### config.mk
export PLATFORM = sky130hd
export DESIGN_NAME = regfile_wb_arbiter
export DESIGN_NICKNAME = d
export VERILOG_FILES = /design/src/rtl/regfile_wb_arbiter_pkg.sv /design/src/rtl/regfile_wb_arbiter_starve_ctr.sv /design/src/rtl/regfile_wb_arbiter.sv
export SDC_FILE = /design/constraint.sdc
export NUM_CORES = 1
export LEC_CHECK = 0
export ABC_CLOCK_PERIOD_IN_PS = 6200
export CAP_MARGIN = 20
export CELL_PAD_IN_SITES_DETAIL_PLACEMENT = 1
export CELL_PAD_IN_SITES_GLOBAL_PLACEMENT = 1
export CORE_MARGIN = 2
export CORE_UTILIZATION = 30
export DETAILED_ROUTE_END_ITERATION = 8
export GPL_ROUTABILITY_DRIVEN = 0
export PLACE_DENSITY_LB_ADDON = 0.3
export SKIP_LAST_GASP = 1
export SLEW_MARGIN = 30
export SYNTH_ARGS = -nofsm -noshare
export SYNTH_HDL_FRONTEND = slang
export SYNTH_SLANG_ARGS = --single-unit
### constraint.sdc
create_clock -name clk -period 6.2 [get_ports clk]
set_input_delay 1.24 -clock clk [delete_from_list [all_inputs] [get_ports clk]]
set_output_delay 1.24 -clock clk [all_outputs]
set_load 0.005 [all_outputs]
### src/rtl/regfile_wb_arbiter_pkg.sv
// Shared definitions for the register-file writeback arbiter.
package regfile_wb_arbiter_pkg;

  localparam int REG_ADDR_W = 5;
  localparam int WAIT_CNT_W = 4;

  localparam logic SEL_ALU = 1'b0;
  localparam logic SEL_MEM = 1'b1;

  localparam logic [REG_ADDR_W-1:0] REG_ZERO = 5'd0;

  typedef enum logic [1:0] {
    GNT_NONE = 2'd0,
    GNT_ALU  = 2'd1,
    GNT_MEM  = 2'd2
  } grant_e;

  // Saturating increment: stops at lim instead of wrapping.
  function automatic logic [WAIT_CNT_W-1:0] sat_inc(
    input logic [WAIT_CNT_W-1:0] val,
    input logic [WAIT_CNT_W-1:0] lim
  );
    logic [WAIT_CNT_W-1:0] res;
    if (val >= lim) begin
      res = lim;
    end else begin
      res = val + 4'd1;
    end
    return res;
  endfunction

endpackage

### src/rtl/regfile_wb_arbiter_starve_ctr.sv
// Saturating count of consecutive cycles the ALU pipe was refused the write port.
// at_max is registered and tells the grant logic the ALU must win next conflict.
module wb_starve_ctr
  import regfile_wb_arbiter_pkg::*;
#(
  parameter int MAX_WAIT = 3
) (
  input  logic clk,
  input  logic rst,
  input  logic waiting,
  input  logic clear,
  output logic at_max
);

  localparam logic [WAIT_CNT_W-1:0] MAX_CNT = 4'(MAX_WAIT);

  logic [WAIT_CNT_W-1:0] r_wait_cnt;
  logic                  r_at_max;
  logic [WAIT_CNT_W-1:0] w_next_cnt;

  // Next count: clear wins over a loss, losses saturate at MAX_CNT.
  always_comb begin
    w_next_cnt = r_wait_cnt;
    if (clear) begin
      w_next_cnt = 4'd0;
    end else if (waiting) begin
      w_next_cnt = sat_inc(r_wait_cnt, MAX_CNT);
    end else begin
      w_next_cnt = r_wait_cnt;
    end
  end

  // Counter and registered saturation flag.
  always_ff @(posedge clk) begin
    if (rst) begin
      r_wait_cnt <= 4'd0;
      r_at_max   <= 1'b0;
    end else begin
      r_wait_cnt <= w_next_cnt;
      r_at_max   <= (w_next_cnt == MAX_CNT);
    end
  end

  assign at_max = r_at_max;

endmodule

### src/rtl/regfile_wb_arbiter.sv
// Arbitrates the single register-file write port between the ALU pipe and
// the load pipe. Loads win conflicts unless the ALU has lost MAX_WAIT times
// in a row. Writes to r0 are accepted but never enabled.
module regfile_wb_arbiter
  import regfile_wb_arbiter_pkg::*;
#(
  parameter int DATA_W   = 32,
  parameter int ADDR_W   = REG_ADDR_W,
  parameter int MAX_WAIT = 3,
  parameter int PERF_W   = 16
) (
  input  logic              clk,
  input  logic              rst,
  input  logic              alu_valid,
  output logic              alu_ready,
  input  logic [ADDR_W-1:0] alu_rd,
  input  logic [DATA_W-1:0] alu_data,
  input  logic              mem_valid,
  output logic              mem_ready,
  input  logic [ADDR_W-1:0] mem_rd,
  input  logic [DATA_W-1:0] mem_data,
  output logic              wr_en,
  output logic [ADDR_W-1:0] wr_addr,
  output logic [DATA_W-1:0] wr_data,
  output logic              wr_sel,
  output logic [PERF_W-1:0] conflict_cnt
);

  function automatic logic is_r0(input logic [ADDR_W-1:0] rd);
    return (rd == ADDR_W'(REG_ZERO));
  endfunction

  grant_e              w_grant;
  logic                w_at_max;
  logic                w_alu_ready;
  logic                w_mem_ready;
  logic                w_waiting;
  logic                w_clear;

  logic                r_wr_en;
  logic [ADDR_W-1:0]   r_wr_addr;
  logic [DATA_W-1:0]   r_wr_data;
  logic                r_wr_sel;
  logic [PERF_W-1:0]   r_conflict_cnt;

  wb_starve_ctr #(
    .MAX_WAIT (MAX_WAIT)
  ) u_starve_ctr (
    .clk     (clk),
    .rst     (rst),
    .waiting (w_waiting),
    .clear   (w_clear),
    .at_max  (w_at_max)
  );

  // Grant decision from the current valids and the starvation state only.
  always_comb begin
    w_grant = GNT_NONE;
    if (rst) begin
      w_grant = GNT_NONE;
    end else begin
      case ({alu_valid, mem_valid})
        2'b10:   w_grant = GNT_ALU;
        2'b01:   w_grant = GNT_MEM;
        2'b11:   w_grant = w_at_max ? GNT_ALU : GNT_MEM;
        default: w_grant = GNT_NONE;
      endcase
    end
  end

  assign w_alu_ready = (w_grant == GNT_ALU);
  assign w_mem_ready = (w_grant == GNT_MEM);
  // ALU lost this cycle / ALU is either served or not asking.
  assign w_waiting   = alu_valid && !w_alu_ready;
  assign w_clear     = !alu_valid || w_alu_ready;

  assign alu_ready = w_alu_ready;
  assign mem_ready = w_mem_ready;

  // Write-port register: load the granted request, otherwise just drop wr_en.
  always_ff @(posedge clk) begin
    if (rst) begin
      r_wr_en   <= 1'b0;
      r_wr_addr <= '0;
      r_wr_data <= '0;
      r_wr_sel  <= SEL_ALU;
    end else begin
      case (w_grant)
        GNT_ALU: begin
          r_wr_en   <= !is_r0(alu_rd);
          r_wr_addr <= alu_rd;
          r_wr_data <= alu_data;
          r_wr_sel  <= SEL_ALU;
        end
        GNT_MEM: begin
          r_wr_en   <= !is_r0(mem_rd);
          r_wr_addr <= mem_rd;
          r_wr_data <= mem_data;
          r_wr_sel  <= SEL_MEM;
        end
        default: begin
          r_wr_en   <= 1'b0;
        end
      endcase
    end
  end

  // Performance counter of cycles with both requesters asking; wraps.
  always_ff @(posedge clk) begin
    if (rst) begin
      r_conflict_cnt <= '0;
    end else if (alu_valid && mem_valid) begin
      r_conflict_cnt <= r_conflict_cnt + PERF_W'(1);
    end else begin
      r_conflict_cnt <= r_conflict_cnt;
    end
  end

  assign wr_en        = r_wr_en;
  assign wr_addr      = r_wr_addr;
  assign wr_data      = r_wr_data;
  assign wr_sel       = r_wr_sel;
  assign conflict_cnt = r_conflict_cnt;

endmodule

* Word-level counts from Yosys, hierarchy flattened *
Cells that the tools add are included.

word-level totals
  register bits after elaboration = 60
  bits in latches = 0
  RAM bits = 0
  bits in read-only memories = 0
  input port bits = 78
  output and inout port bits = 57
  logic and storage cells = 36
  memories kept = 0

cells by class
  add/sub/neg operators = 2
  multipliers = 0
  divide/modulo/power cells = 0
  $lt $le $gt $ge = 1
  eq/ne operators = 6
  shifts and indexed selects = 0
  multiplexer cells = 10
  bitwise gates (word level) = 0
  reductions and logical operators = 10

operators by type and width
  cell                   count
  $pmux 32 s2            1
  $add 16x1->16 const B  1
  $mux 4                 3
  $logic_not 5->1        2
  $pmux 5 s2             1
  $eq 2x2->1 const B     3
  $pmux 2 s3             1
  $add 4x1->4 const B    1
  $eq 2x1->1 const B     2
  $eq 4x2->1 const B     1
  $ge 4x2->1 const B     1
  $logic_not 1->1        4
  $mux 2                 2
  $pmux 1 s2             2
  $logic_and 1x1->1      2
  $reduce_bool 2->1      1
  $logic_or 1x1->1       1

* Depth between registers and ports, before layout *
Gate-level depths: netlist of the first run.

  depth after elaboration = 9
  mapped depth = 11
  gate-level depth less buffers = 8

* Hierarchy *
A second synthesis of the first run with hierarchy kept.

unflattened totals
  cell total of the unflattened synthesis = 322
  area, all modules = 2723.9 um2

modules (own cells, without submodules)
  module              instances  cells an instance  area an instance (um2)  sequential area each (um2)
  regfile_wb_arbiter  1          303                2511.2                  1101.1
  wb_starve_ctr       1          19                 212.7                   100.1

* Worst setup path before layout of the first run *
No wires, ideal clock.

  kind = in2out
  from = in rst
  to = out alu_ready
  arrival time = 1881 ps
  data required time = 4960 ps
  setup slack = 3079 ps
  cell stages on the path = 4
  path buffers = 1
  cell sequence = clkbuf_1 -> nand3b_1 -> inv_1 -> ha_1

on the way
  word-level cells in the longest chain between the ends = 2

ends and longest elaborated chain
  element             RTL line                  RTL
  start: declaration  regfile_wb_arbiter.sv:13  input logic rst,
  $mux 2              regfile_wb_arbiter.sv:59  if (rst) begin
  $eq 2x1->1          regfile_wb_arbiter.sv:71  assign w_alu_ready = (w_grant == GNT_ALU);
  end: declaration    regfile_wb_arbiter.sv:15  output logic alu_ready,

No other way between the ends.

* Worst setup path in the final report of the first run *
  from = in alu_valid
  to = out alu_ready

on the way
  word-level cells in the longest chain between the ends = 4
  elaborated cells between the ends (all ways) = 6
  those cells by class = eq/ne (4); mux (2)

ends and longest elaborated chain
  element                                          RTL line                  RTL
  start: declaration                               regfile_wb_arbiter.sv:14  input logic alu_valid,
  $eq 2x2->1 / $eq 2x1->1 (equally long branches)  regfile_wb_arbiter.sv:62  case ({alu_valid, mem_valid})
  $pmux 2 s3 (*)                                   regfile_wb_arbiter.sv:62
  $mux 2 (*)                                       regfile_wb_arbiter.sv:59
  $eq 2x1->1 (*)                                   regfile_wb_arbiter.sv:71

Mark *: on every way between the ends. The rest lies on a longest branch, timed or not.

==> flow_summary.ini, run 1 <==
[outcome]
status = finished clean

[timing]
fin_skew_ns = 0.00605
relSlewSlack_pct = 42.3
rsz0062_at_grt = false
period_needed_ns = 4.02
finalSetupViolations = 0
fmax_mhz = 249
hold_viol_final = 0
post-route-period-util_pct = 64.9
final.setup.tns_ns = 0
slew_violations = 0
worst_pin_slew_ns = 0.866

[global_route]
first_global_vias = 2688
grt_usage_pct = 15.3
antenna_found_initial = 0
grt_max_degree = 59
grt_pass1_wl_mm = 12.1
gr-total-overflow = 0

[logic_synthesis]
synth_top_area_share_pct = 44.9
synth_cell_types = 33
yosys.area.top_type = dfxtp_1
synth_area_um2 = 2680
synth_edf_count = 0
synth_common_cells = nor2_1 (86), dfxtp_1 (60), a21oi_1 (44)
ys.flop_type = dfxtp_1
synthTopCellsByArea = dfxtp_1 (45%), mux2i_1 (14%), nor2_1 (12%)
syn_avg_cell_area_um2 = 8.47
synth.most_common_cell = nor2_1
postSynthCellCount = 316
ys_ff_latch = 60
seq_area_frac_synth_pct = 44.9
synthArstFlopShare_pct = 0
yosys_warnings = 0

[floorplan]
die-area_um2 = 9690
core-area_um2 = 8680
die_w_um = 98.4
io_pins = 135
rows = 34
start_util_pct = 30.8
die_h_um = 98.4

[clock_tree]
cts-htree-levels = 3
insertion_delay_ns = 0.33
cts_resized = 0
clkSlewWorstSetupHoldPaths_ns = 0.06
post-cts-setup-buffers = 0
cts.sinks = 60
root_buffer = clkbuf_8
clockBufferDepth = 2
cts_hold_buf = 0
cts_inserted_buffers = 9
cts_tree = done

[route]
vias = 2658
drtIter0Drc = 36
drc = 0
vias_per_cell = 4.79
drt-total-wl_mm = 7.47
drtAntennaViolNets = 0
firstDrtPassIters = 4
post_drt_wl_per_cell_um = 13.5

[setup_path]
crit_arrival_ns = 2.78
crit_path_top_delay_cell = clkdlybuf4s50_1
r2r_end = wr_data[8]
cpPeakStageDelay_ns = 0.62
r2r_cells = 7
critPathKind = in2out
path_buf_inv = 3
r2r_setup_slack_ns = 3.89
crit_family = buffers and inverters
r2r-start = u_starve_ctr.at_max
cp-start-kind = primary input
worstPathCellList = clkdlybuf4s50_1, nand3b_1, inv_1, ha_1, clkdlybuf4s50_1
endpoint_kind = primary output
required_ns = 4.96
cp_common_cell = clkdlybuf4s50_1
worst-path-max-fanout = 8

[place]
io_buffer_count = 134
dp.cells = 539
hpwlAfterDp_mm = 5.53
placed_cell_area_um2 = 4070

[power]
leakagePower_nw = 1.59
power_density_nw_per_um2 = 213
ir_drop_mv = 0.0833

[run]
max_cap_viol_count = 0

[final_layout]
area_delta_synth_final_pct = 58.6
antenna_cells = 0
final_nets = 524
finalInstanceArea_um2 = 4240
drive_gt1_share_pct = 5.37
stdcell_count = 555

[worst_hold_path]
worstHoldPathType = reg2reg
hp-start = u_starve_ctr.r_wait_cnt[0]
whs_path_depth = 1
whs_endpoint = u_starve_ctr.r_wait_cnt[0]
-- where the power goes --
group | switching [mW] | internal (mW) | total [mW]
clock network | 0.150 | 0.153 | 0.303
registers | 0.0113 | 0.407 | 0.419
logic | 0.0738 | 0.109 | 0.183
total | 0.235 | 0.670 | 0.904
-- placed cells by master (no fill, tap or decap), types with 2 or more instances in the layout --
| master | n |
|---|---|
| clkdlybuf4s50_1 | 133 |
| nor2_1 | 86 |
| dfxtp_1 | 60 |
| a21oi_1 | 44 |
| mux2i_1 | 38 |
| clkbuf_8 | 10 |
| xor2_1 | 9 |
| nand3_1 | 7 |
| nand2_1 | 6 |
| o21ai_0 | 6 |
| inv_1 | 4 |
| or3_1 | 4 |
| nand4_1 | 4 |
| clkinv_2 | 4 |
| or4_1 | 3 |
| ha_1 | 3 |
| buf_4 | 3 |
| nand3b_1 | 2 |
| and4_1 | 2 |
| and2_1 | 2 |
| conb_1 | 2 |
-- through the flow --
step	hold WS (ns)	util, %	setup WS (ns)	total power, mW
floorplan	0.420	-	3.08	0.505
global placement	0.435	46.9	1.96	0.607
detailed placement	0.445	46.9	2.17	0.613
CTS	0.454	48.9	2.16	0.919
global route	0.489	48.9	2.06	0.957
finish	0.457	48.9	2.18	0.904
-- worst max path at each step --
stage	startpoint	to	slack, ns	cells past startpoint
final	alu_valid	alu_ready	2.18	5
after global routing	mem_valid	alu_ready	2.06	6
after CTS	alu_valid	alu_ready	2.16	5
after detailed placement	alu_valid	alu_ready	2.17	5
after global placement	rst	alu_ready	1.96	5
after floorplan	rst	alu_ready	3.08	4
-- worst register-to-register path, delay by kind of cell (launching register included) --
kind / cells / cell delay, ns
fa+ha+maj: 1 / 0.93
simple gates: 4 / 0.36
compound gates: 1 / 0.13
buf+inv: 1 / 0.42
flops: 1 / 0.34
-- layer usage --
metal / vias up / GRT usage, % / wire length, um
met3: 9 / 6.03 / 717
met1: 1244 / 16.7 / 2990
li1: 1317 / - / -
met2: 88 / 26.9 / 3660
met4: 0 / 5.69 / 100
met5: - / 0 / 0
-- cell families after synthesis --
group / count (synthesis) / synth area share (%)
other cells: 1 / 0.140
simple gates: 125 / 21.5
flops: 60 / 44.9
mux: 38 / 14.2
compound gates: 52 / 9.92
fa+ha+maj: 4 / 1.87
xor+xnor: 10 / 3.27
buf+inv: 26 / 4.16
-- sequential cells by signal, indices dropped and copies added (netlist names) --
name / count
u_starve_ctr.r_wait_cnt: 4
u_starve_ctr.at_max: 1
conflict_cnt: 16
wr_data: 32
wr_sel: 1
wr_en: 1
wr_addr: 5
-- final cells by class --
type | count | area, um^2
Fill cell | 1036 | 4440
Multi-Input combinational cell | 231 | 1370
Timing Repair Buffer | 136 | 1350
Sequential cell | 60 | 1200
Clock buffer | 11 | 141
Tap cell | 108 | 135
Clock inverter | 5 | 27.5
Inverter | 4 | 15.0
(Power assumes the default switching activity.)
==> run 2: changes to the inputs <==
--- a/config.mk
+++ b/config.mk
@@ -5,12 +5,12 @@
 export SDC_FILE = /design/constraint.sdc
 export NUM_CORES = 1
 export LEC_CHECK = 0
-export ABC_CLOCK_PERIOD_IN_PS = 6200
+export ABC_CLOCK_PERIOD_IN_PS = 3400
 export CAP_MARGIN = 20
 export CELL_PAD_IN_SITES_DETAIL_PLACEMENT = 1
 export CELL_PAD_IN_SITES_GLOBAL_PLACEMENT = 1
 export CORE_MARGIN = 2
-export CORE_UTILIZATION = 30
+export CORE_UTILIZATION = 25
 export DETAILED_ROUTE_END_ITERATION = 8
 export GPL_ROUTABILITY_DRIVEN = 0
 export PLACE_DENSITY_LB_ADDON = 0.3
==> constraint.sdc (replaced) <==
create_clock -name clk -period 3.4 [get_ports clk]
set_input_delay 0.68 -clock clk [delete_from_list [all_inputs] [get_ports clk]]
set_output_delay 0.68 -clock clk [all_outputs]
set_load 0.005 [all_outputs]
==> run 2 against run 1 <==
Design area is 3.2% higher. Sequential share of layout area shrank 0.88 points. Non-clock buffer count up 1. Setup slack lost 1.7 ns. Critical path depth stayed put. Via count shrank 0.26%. Critical path type unchanged. Largest cell class is now non-clock buffers.
==> flow_summary.ini, run 2 (same netlist as run 1, synthesis figures left out) <==
[setup_path]
worst-path-max-fanout = 8
crit_path_top_delay_cell = clkdlybuf4s50_1
crit_start = alu_valid
critPathKind = in2out
endpoint_kind = primary output
worstPathCellList = clkdlybuf4s50_1, nand3b_1, inv_1, ha_1, clkdlybuf4s50_1
crit_arrival_ns = 2.25
required_ns = 2.72
r2r_setup_slack_ns = 1.62
cpPeakStageDelay_ns = 0.62
r2r-start = u_starve_ctr.at_max
cp-start-kind = primary input
cp_common_cell = clkdlybuf4s50_1

[final_layout]
stdcell_count = 584
drive_gt1_share_pct = 5.58
area_delta_synth_final_pct = 63.7
antenna_cells = 0
largest_reg_flops = 32
mostFrequentLayoutCell = clkdlybuf4s50_1
fillCellCount = 1236
fin_util_pct = 42.2
finalInstanceArea_um2 = 4380
layout_common_cells = clkdlybuf4s50_1 (133), nor2_1 (86), dfxtp_1 (60)
final_nets = 525

[place]
io_buffer_count = 134
hpwlAfterDp_mm = 5.95
placed_cell_area_um2 = 4140
dp.cells = 568
place_ws_ns = 0.466

[clock_tree]
cts_resized = 0
cts_inserted_buffers = 9
clockBufferDepth = 2
post-cts-setup-buffers = 0
cts-htree-levels = 3
insertion_delay_ns = 0.33
cts_hold_buf = 0
root_buffer = clkbuf_8
cts.sinks = 60
clkSlewWorstSetupHoldPaths_ns = 0.07
cts_tree = done

[route]
routed-wl-met3_um = 646
drtIter0Drc = 33
post_drt_wl_per_cell_um = 13.6
vias_per_cell = 4.54
top_layer = met4
dr_wl_met2_mm = 3.83
drt-total-wl_mm = 7.96
drt-met1-wl_mm = 3.43
drc = 0
firstDrtPassIters = 4
vias = 2651
drtAntennaViolNets = 0

[power]
power_density_nw_per_um2 = 430
leakagePower_nw = 1.63
ir_drop_mv = 0.210
power_mw = 1.88

[timing]
fmax_mhz = 341
rsz0062_at_grt = false
post-route-period-util_pct = 86.2
hold-worst-slack_ns = 0.464
setup_slack_ns = 0.471
hold_viol_final = 0
fin_skew_ns = 0.00901
finalSetupViolations = 0
final.setup.tns_ns = 0
slew_violations = 0
period_needed_ns = 2.93

[run]
max_cap_viol_count = 0

[global_route]
gr-total-overflow = 0
grt_usage_pct = 13.9
grt_pass1_wl_mm = 12.8
grt_max_degree = 71
antenna_found_initial = 0
first_global_vias = 2688

[floorplan]
rows = 37
io_pins = 135
die_w_um = 107
core-area_um2 = 10400
start_util_pct = 25.8
die-area_um2 = 11500
die_h_um = 107

[worst_hold_path]
worstHoldPathType = reg2reg
hp-start = u_starve_ctr.r_wait_cnt[0]

[outcome]
status = finished clean
run 2: cell types whose count changed in the layout (fill, tap and decap cells not counted):
cell and change:
buf_4 -2, buf_12 +2, buf_2 +1, clkinv_2 -4
clkbuf_8 -1, bufinv_16 +3, clkinvlp_4 +2
run 2: power by group:
group | leakage [nW] | internal [mW] | switching (mW)
clock | 0.109 | 0.487 | 0.294
combinational | 1.03 | 0.204 | 0.137
sequential | 0.490 | 0.742 | 0.0210
run 2: final cells by class:
type	instances	area [um^2]	share of cell area (%)
sequential	60	1200	27.4
tap	136	170	3.89
timing repair buffer	137	1380	31.6
clock inverter	6	113	2.57
multi-input combinational	231	1370	31.3
clock buffer	10	128	2.91
inverter	4	15.0	0.343
run 2: path summary, 6_finish.rpt:
| kind | end | depth (start not counted) |
|---|---|---|
| setup reg to reg | wr_addr[1] | 7 |
| setup / recovery | alu_ready | 5 |
| hold / removal | u_starve_ctr.r_wait_cnt[0] | 1 |
| hold reg to reg | u_starve_ctr.r_wait_cnt[0] | 1 |
run 2: critical path, delay by kind of cell:
| family | cells | cell delay, ns |
|---|---|---|
| adders and majority gates | 1 | 0.19 |
| buffers and inverters | 3 | 1.22 |
| and+or+nand+nor | 1 | 0.16 |
run 2: per-layer routing:
| layer | vias up | track usage (%) |
|---|---|---|
| li1 | 1323 | - |
| met1 | 1236 | 16.2 |
| met2 | 87 | 23.5 |
| met3 | 5 | 5.57 |
| met4 | 0 | 4.40 |
| met5 | - | 0 |
==> run 3: changes to the inputs <==
--- a/config.mk
+++ b/config.mk
@@ -7,10 +7,10 @@
 export LEC_CHECK = 0
 export ABC_CLOCK_PERIOD_IN_PS = 3400
 export CAP_MARGIN = 20
-export CELL_PAD_IN_SITES_DETAIL_PLACEMENT = 1
-export CELL_PAD_IN_SITES_GLOBAL_PLACEMENT = 1
+export CELL_PAD_IN_SITES_DETAIL_PLACEMENT = 2
+export CELL_PAD_IN_SITES_GLOBAL_PLACEMENT = 2
 export CORE_MARGIN = 2
-export CORE_UTILIZATION = 25
+export CORE_UTILIZATION = 19
 export DETAILED_ROUTE_END_ITERATION = 8
 export GPL_ROUTABILITY_DRIVEN = 0
 export PLACE_DENSITY_LB_ADDON = 0.3
==> run 3 against run 2 <==
Maximum frequency shrank 1.4%. Total power grew 7.9%. Via count grew 3.4%. Non-clock buffer count grew 4. Clock skew shrank 0.0052 ns. Critical endpoint unchanged. Largest cell class unchanged.
==> flow_summary.ini, run 3 (same netlist as run 1, synthesis figures left out) <==
[timing]
post-route-period-util_pct = 87.4
period_needed_ns = 2.97
slew_violations = 0
setup_slack_ns = 0.430
final.setup.tns_ns = 0
finalSetupViolations = 0
rsz0062_at_grt = false
hold_viol_final = 0
fmax_mhz = 337
fin_skew_ns = 0.00381

[final_layout]
drive_gt1_share_pct = 6.64
antenna_cells = 0
layout_common_cells = clkdlybuf4s50_1 (133), nor2_1 (86), dfxtp_1 (60)
finalInstanceArea_um2 = 4500
fillCellCount = 1556
largest_reg_flops = 32
area_delta_synth_final_pct = 68.3
mostFrequentLayoutCell = clkdlybuf4s50_1
final_nets = 529

[place]
hpwlAfterDp_mm = 7.05
place_ws_ns = 0.414
io_buffer_count = 134
placed_cell_area_um2 = 4200

[clock_tree]
clkSlewWorstSetupHoldPaths_ns = 0.05
cts-htree-levels = 3
cts_tree = done
cts_resized = 0
clockBufferDepth = 2
root_buffer = clkbuf_16
cts_hold_buf = 0
post-cts-setup-buffers = 0
cts.sinks = 60
insertion_delay_ns = 0.33
cts_inserted_buffers = 9

[route]
firstDrtPassIters = 3
drtAntennaViolNets = 0
drc = 0
drtIter0Drc = 69
vias = 2741
vias_per_cell = 4.34
drt-total-wl_mm = 9.14
post_drt_wl_per_cell_um = 14.5

[setup_path]
endpoint_kind = primary output
worst-path-max-fanout = 7
crit_family = buffers and inverters
r2r_cells = 8
path_buf_inv = 3
cp_common_cell = clkdlybuf4s50_1
path_depth = 6
cp-start-kind = primary input
required_ns = 2.72
r2r-start = u_starve_ctr.at_max
critPathKind = in2out
crit_arrival_ns = 2.29
cpPeakStageDelay_ns = 0.54
crit_path_top_delay_cell = clkdlybuf4s50_1
worstPathCellList = clkdlybuf4s50_1, nand2b_1, nand3b_1, inv_1, ha_1, clkdlybuf4s50_1
crit_start = mem_valid

[floorplan]
core-area_um2 = 13800
die_w_um = 123
start_util_pct = 19.3
rows = 43
die_h_um = 123
die-area_um2 = 15000
io_pins = 135

[outcome]
status = finished clean

[run]
max_cap_viol_count = 0

[global_route]
gr-total-overflow = 0
grt_max_degree = 46
grt_usage_pct = 12.9
grt_pass1_wl_mm = 14.8
first_global_vias = 2983
antenna_found_initial = 0

[worst_hold_path]
worstHoldPathType = reg2reg
whs_path_depth = 2
hp-start = wr_data[24]

[power]
ir_drop_mv = 0.275
leakagePower_nw = 1.68
power_density_nw_per_um2 = 452
-- run 3: changes by cell type in the layout (fill, tap and decap cells not counted) --
cell        before  now
clkbuf_16        0    9
clkbuf_8         9    2
buf_4            1    7
clkinv_2         0    4
clkinvlp_4       3    0
buf_12           2    0
bufinv_16        3    1
clkbuf_1         1    0
-- run 3: metal layers --
layer | share of wire, % | vias to the layer above | wire length (um) | track usage [%]
met2 | 51 | 85 | 4660 | 22.7
li1 | - | 1330 | - | -
met3 | 9.6 | 10 | 881 | 6.55
met4 | 1.4 | 0 | 131 | 4.74
met1 | 38 | 1316 | 3470 | 13.0
met5 | 0 | - | 0 | 0
-- run 3: per-stage QoR --
stage	hold WS, ns	total power [mW]	instances	util (%)
2_1_floorplan	0.420	0.920	317	-
3_3_place_gp	0.433	1.12	616	30.4
3_5_place_dp	0.471	1.13	616	30.4
4_1_cts	0.482	2.08	632	32.6
5_1_grt	0.500	2.15	632	32.6
6_report	0.485	2.03	632	32.6
-- run 3: tightest hold or removal path, stage by stage (launching register included) --
cell and delay [ns]:
dfxtp_1 0.32, a21oi_1 0.06, nor2_1 0.07
-- run 3: report_power, final --
group | leakage [nW] | internal [mW] | total, mW | switching, mW
sequential | 0.490 | 0.744 | 0.765 | 0.0213
combinational | 1.04 | 0.202 | 0.344 | 0.142
clock | 0.155 | 0.601 | 0.924 | 0.323
total | 1.68 | 1.55 | 2.03 | 0.486
-- run 3: path summary, 6_finish.rpt --
kind | endpoint | slack [ns]
max | alu_ready | 0.43
max reg2reg | wr_data[14] | 1.56
min | wr_data[24] | 0.48
min reg2reg | wr_data[24] | 0.48
-- run 3: area by class of cell --
class,instances,area (um^2),area share (%)
multi-input combinational,231,1370,30.4
clock buffer,11,253,5.61
inverter,4,15.0,0.334
clock inverter,5,50.0,1.11
tap,180,225,5.00
timing repair buffer,141,1390,30.9
sequential,60,1200,26.7
==> RTL edit, RTL diff (config.mk and constraints of run 3) <==
`REG_ZERO`: 5'd0 -> 5'd1.
--- a/src/rtl/regfile_wb_arbiter_pkg.sv
+++ b/src/rtl/regfile_wb_arbiter_pkg.sv
@@ -8,5 +8,5 @@
   localparam logic SEL_MEM = 1'b1;
 
-  localparam logic [REG_ADDR_W-1:0] REG_ZERO = 5'd0;
+  localparam logic [REG_ADDR_W-1:0] REG_ZERO = 5'd1;
 
   typedef enum logic [1:0] {
Behaviour: not the same (a bounded check fails within 4 cycles, from zero or initial values and one cycle with rst high).
==> RTL edit against run 3 <==
Total power up 0.34%. Combinational power down 1%. Critical endpoint unchanged. Register-to-register slack worse by 0.22 ns. Largest power group unchanged. Synthesized area up 0.19%. Sequential cell count unchanged. Clock power up 1%. Sequential power about the same. Critical path depth unchanged. Synthesized cell count unchanged. Non-clock buffer count down 3. Final area down 0.36%. Routed wire length down 0.39%. Setup slack better by 0.025 ns.
==> RTL edit: results (changes against run 3) <==
hold endpoint -> u_starve_ctr.r_wait_cnt[0]
Setup Skew -> 0.00782 ns (+0.00402 ns)
vias -> 2715 (-0.95%)
flop2flop setup slack -> 1.34 ns (-0.22 ns)
GRT Total Usage -> 0.125 (-0.00432)
hold path depth -> 1 (-1)
detailed placement HPWL -> 6.64 mm (-5.8%)
largest net degree at the start of global routing -> 55 (+20%)
mean post-synth cell area -> 8.48 sq um (+0.19%)
Placed Cells -> 613 (-0.49%)
post-synthesis mux area share -> 0.142 (-0.000266)
Fill cells -> 1559 (+0.19%)
peak supply drop -> 0.240 mV (-13%)
Avg WL per Cell -> 14.5 um (about the same)
Critical R2R Launch -> u_starve_ctr.at_max
XOR/XNOR Fraction of Synth Area -> 0.0327 (-0.0000611)
LEAKAGE -> 1.66 nW (-1.2%)
fin nets -> 526 (-0.57%)
register area share after synthesis -> 0.448 (-0.000839)
Synth area leaders -> dfxtp_1, mux2i_1, nor2_1
vias in the first global route -> 2976 (-0.23%)
first-pass GRT wire length -> 14.5 mm (-2.0%)
slew margin rel. -> 0.544
Initial DRC Count -> 54 (-22%)
Post-Synth Adder-Cell Area -> 0.0187 (-0.0000349)
DR pass1 iterations -> 4 (+1)
Worst path max stage delay -> 0.52 ns (-0.02 ns)
Synth Area in Compound Gates -> 0.0990 (-0.000185)
Arrival @ worst endpoint -> 2.26 ns (-0.03 ns)
RR Endpoint -> wr_addr[3]
status -> complete, no violations
share of cells above drive strength 1 -> 0.0624 (-0.00401)
## RTL edit: cell types whose count changed after synthesis, sizes merged
cell | run 3 | this run
or4 | 3 | 1
or4b | 0 | 2
## RTL edit: kinds of logic (layout without fill, tap and decap cells)
logic type	after synthesis	count (layout)
compound gates	52	52
buf+inv	26	158
xor+xnor	10	10
flops	60	60
mux	38	38
simple gates	125	125
other cells	1	2
fa+ha+maj	4	4
## RTL edit: metrics by stage
step	hold slack [ns]	utilization	instance area [sq um]	worst slack, ns
after floorplan	0.420	-	2680	0.987
after global placement	0.433	0.302	4180	0.454
after detailed placement	0.449	0.302	4180	0.353
after CTS	0.457	0.324	4490	0.409
after global routing	0.488	0.324	4490	0.316
final	0.457	0.324	4490	0.455
## RTL edit: worst register-to-register path: stages (launching register included)
cell      delay [ns]
dfxtp_1         0.31
nand2b_1        0.14
nand3b_1        0.12
ha_2            0.20
buf_4           0.56
mux2i_1         0.35
nor2_1          0.06
a21oi_1         0.13
nor2_1          0.05
## RTL edit: routing by layer
| layer | vias to the layer above | GRT usage | wire (um) |
|---|---|---|---|
| met4 | 0 | 0.0409 | 97 |
| met2 | 84 | 0.218 | 4470 |
| met5 | - | 0 | 0 |
| met3 | 8 | 0.0460 | 760 |
| li1 | 1320 | - | - |
| met1 | 1303 | 0.140 | 3770 |
## RTL edit: final cells by class
cell class                      count  area, sq um  area share
Timing Repair Buffer              138         1370       0.305
Inverter                            4         15.0     0.00335
Clock buffer                       12          256      0.0572
Clock inverter                      4         47.5      0.0106
Tap cell                          180          225      0.0502
Multi-Input combinational cell    231         1370       0.306
Sequential cell                    60         1200       0.268
## RTL edit: how the worst max path moves through the flow
| stage | from | end | cells after the start |
|---|---|---|---|
| final | mem_valid | alu_ready | 6 |
| after global placement | alu_valid | wr_addr[3] | 10 |
| after detailed placement | alu_valid | wr_addr[3] | 10 |
| after global routing | mem_valid | alu_ready | 6 |
| after floorplan | rst | wr_addr[3] | 11 |
| after CTS | mem_valid | alu_ready | 6 |
## RTL edit: where the power goes
| group | internal [mW] | switching (mW) |
|---|---|---|
| logic | 0.200 | 0.140 |
| registers | 0.744 | 0.0218 |
| clock network | 0.605 | 0.330 |
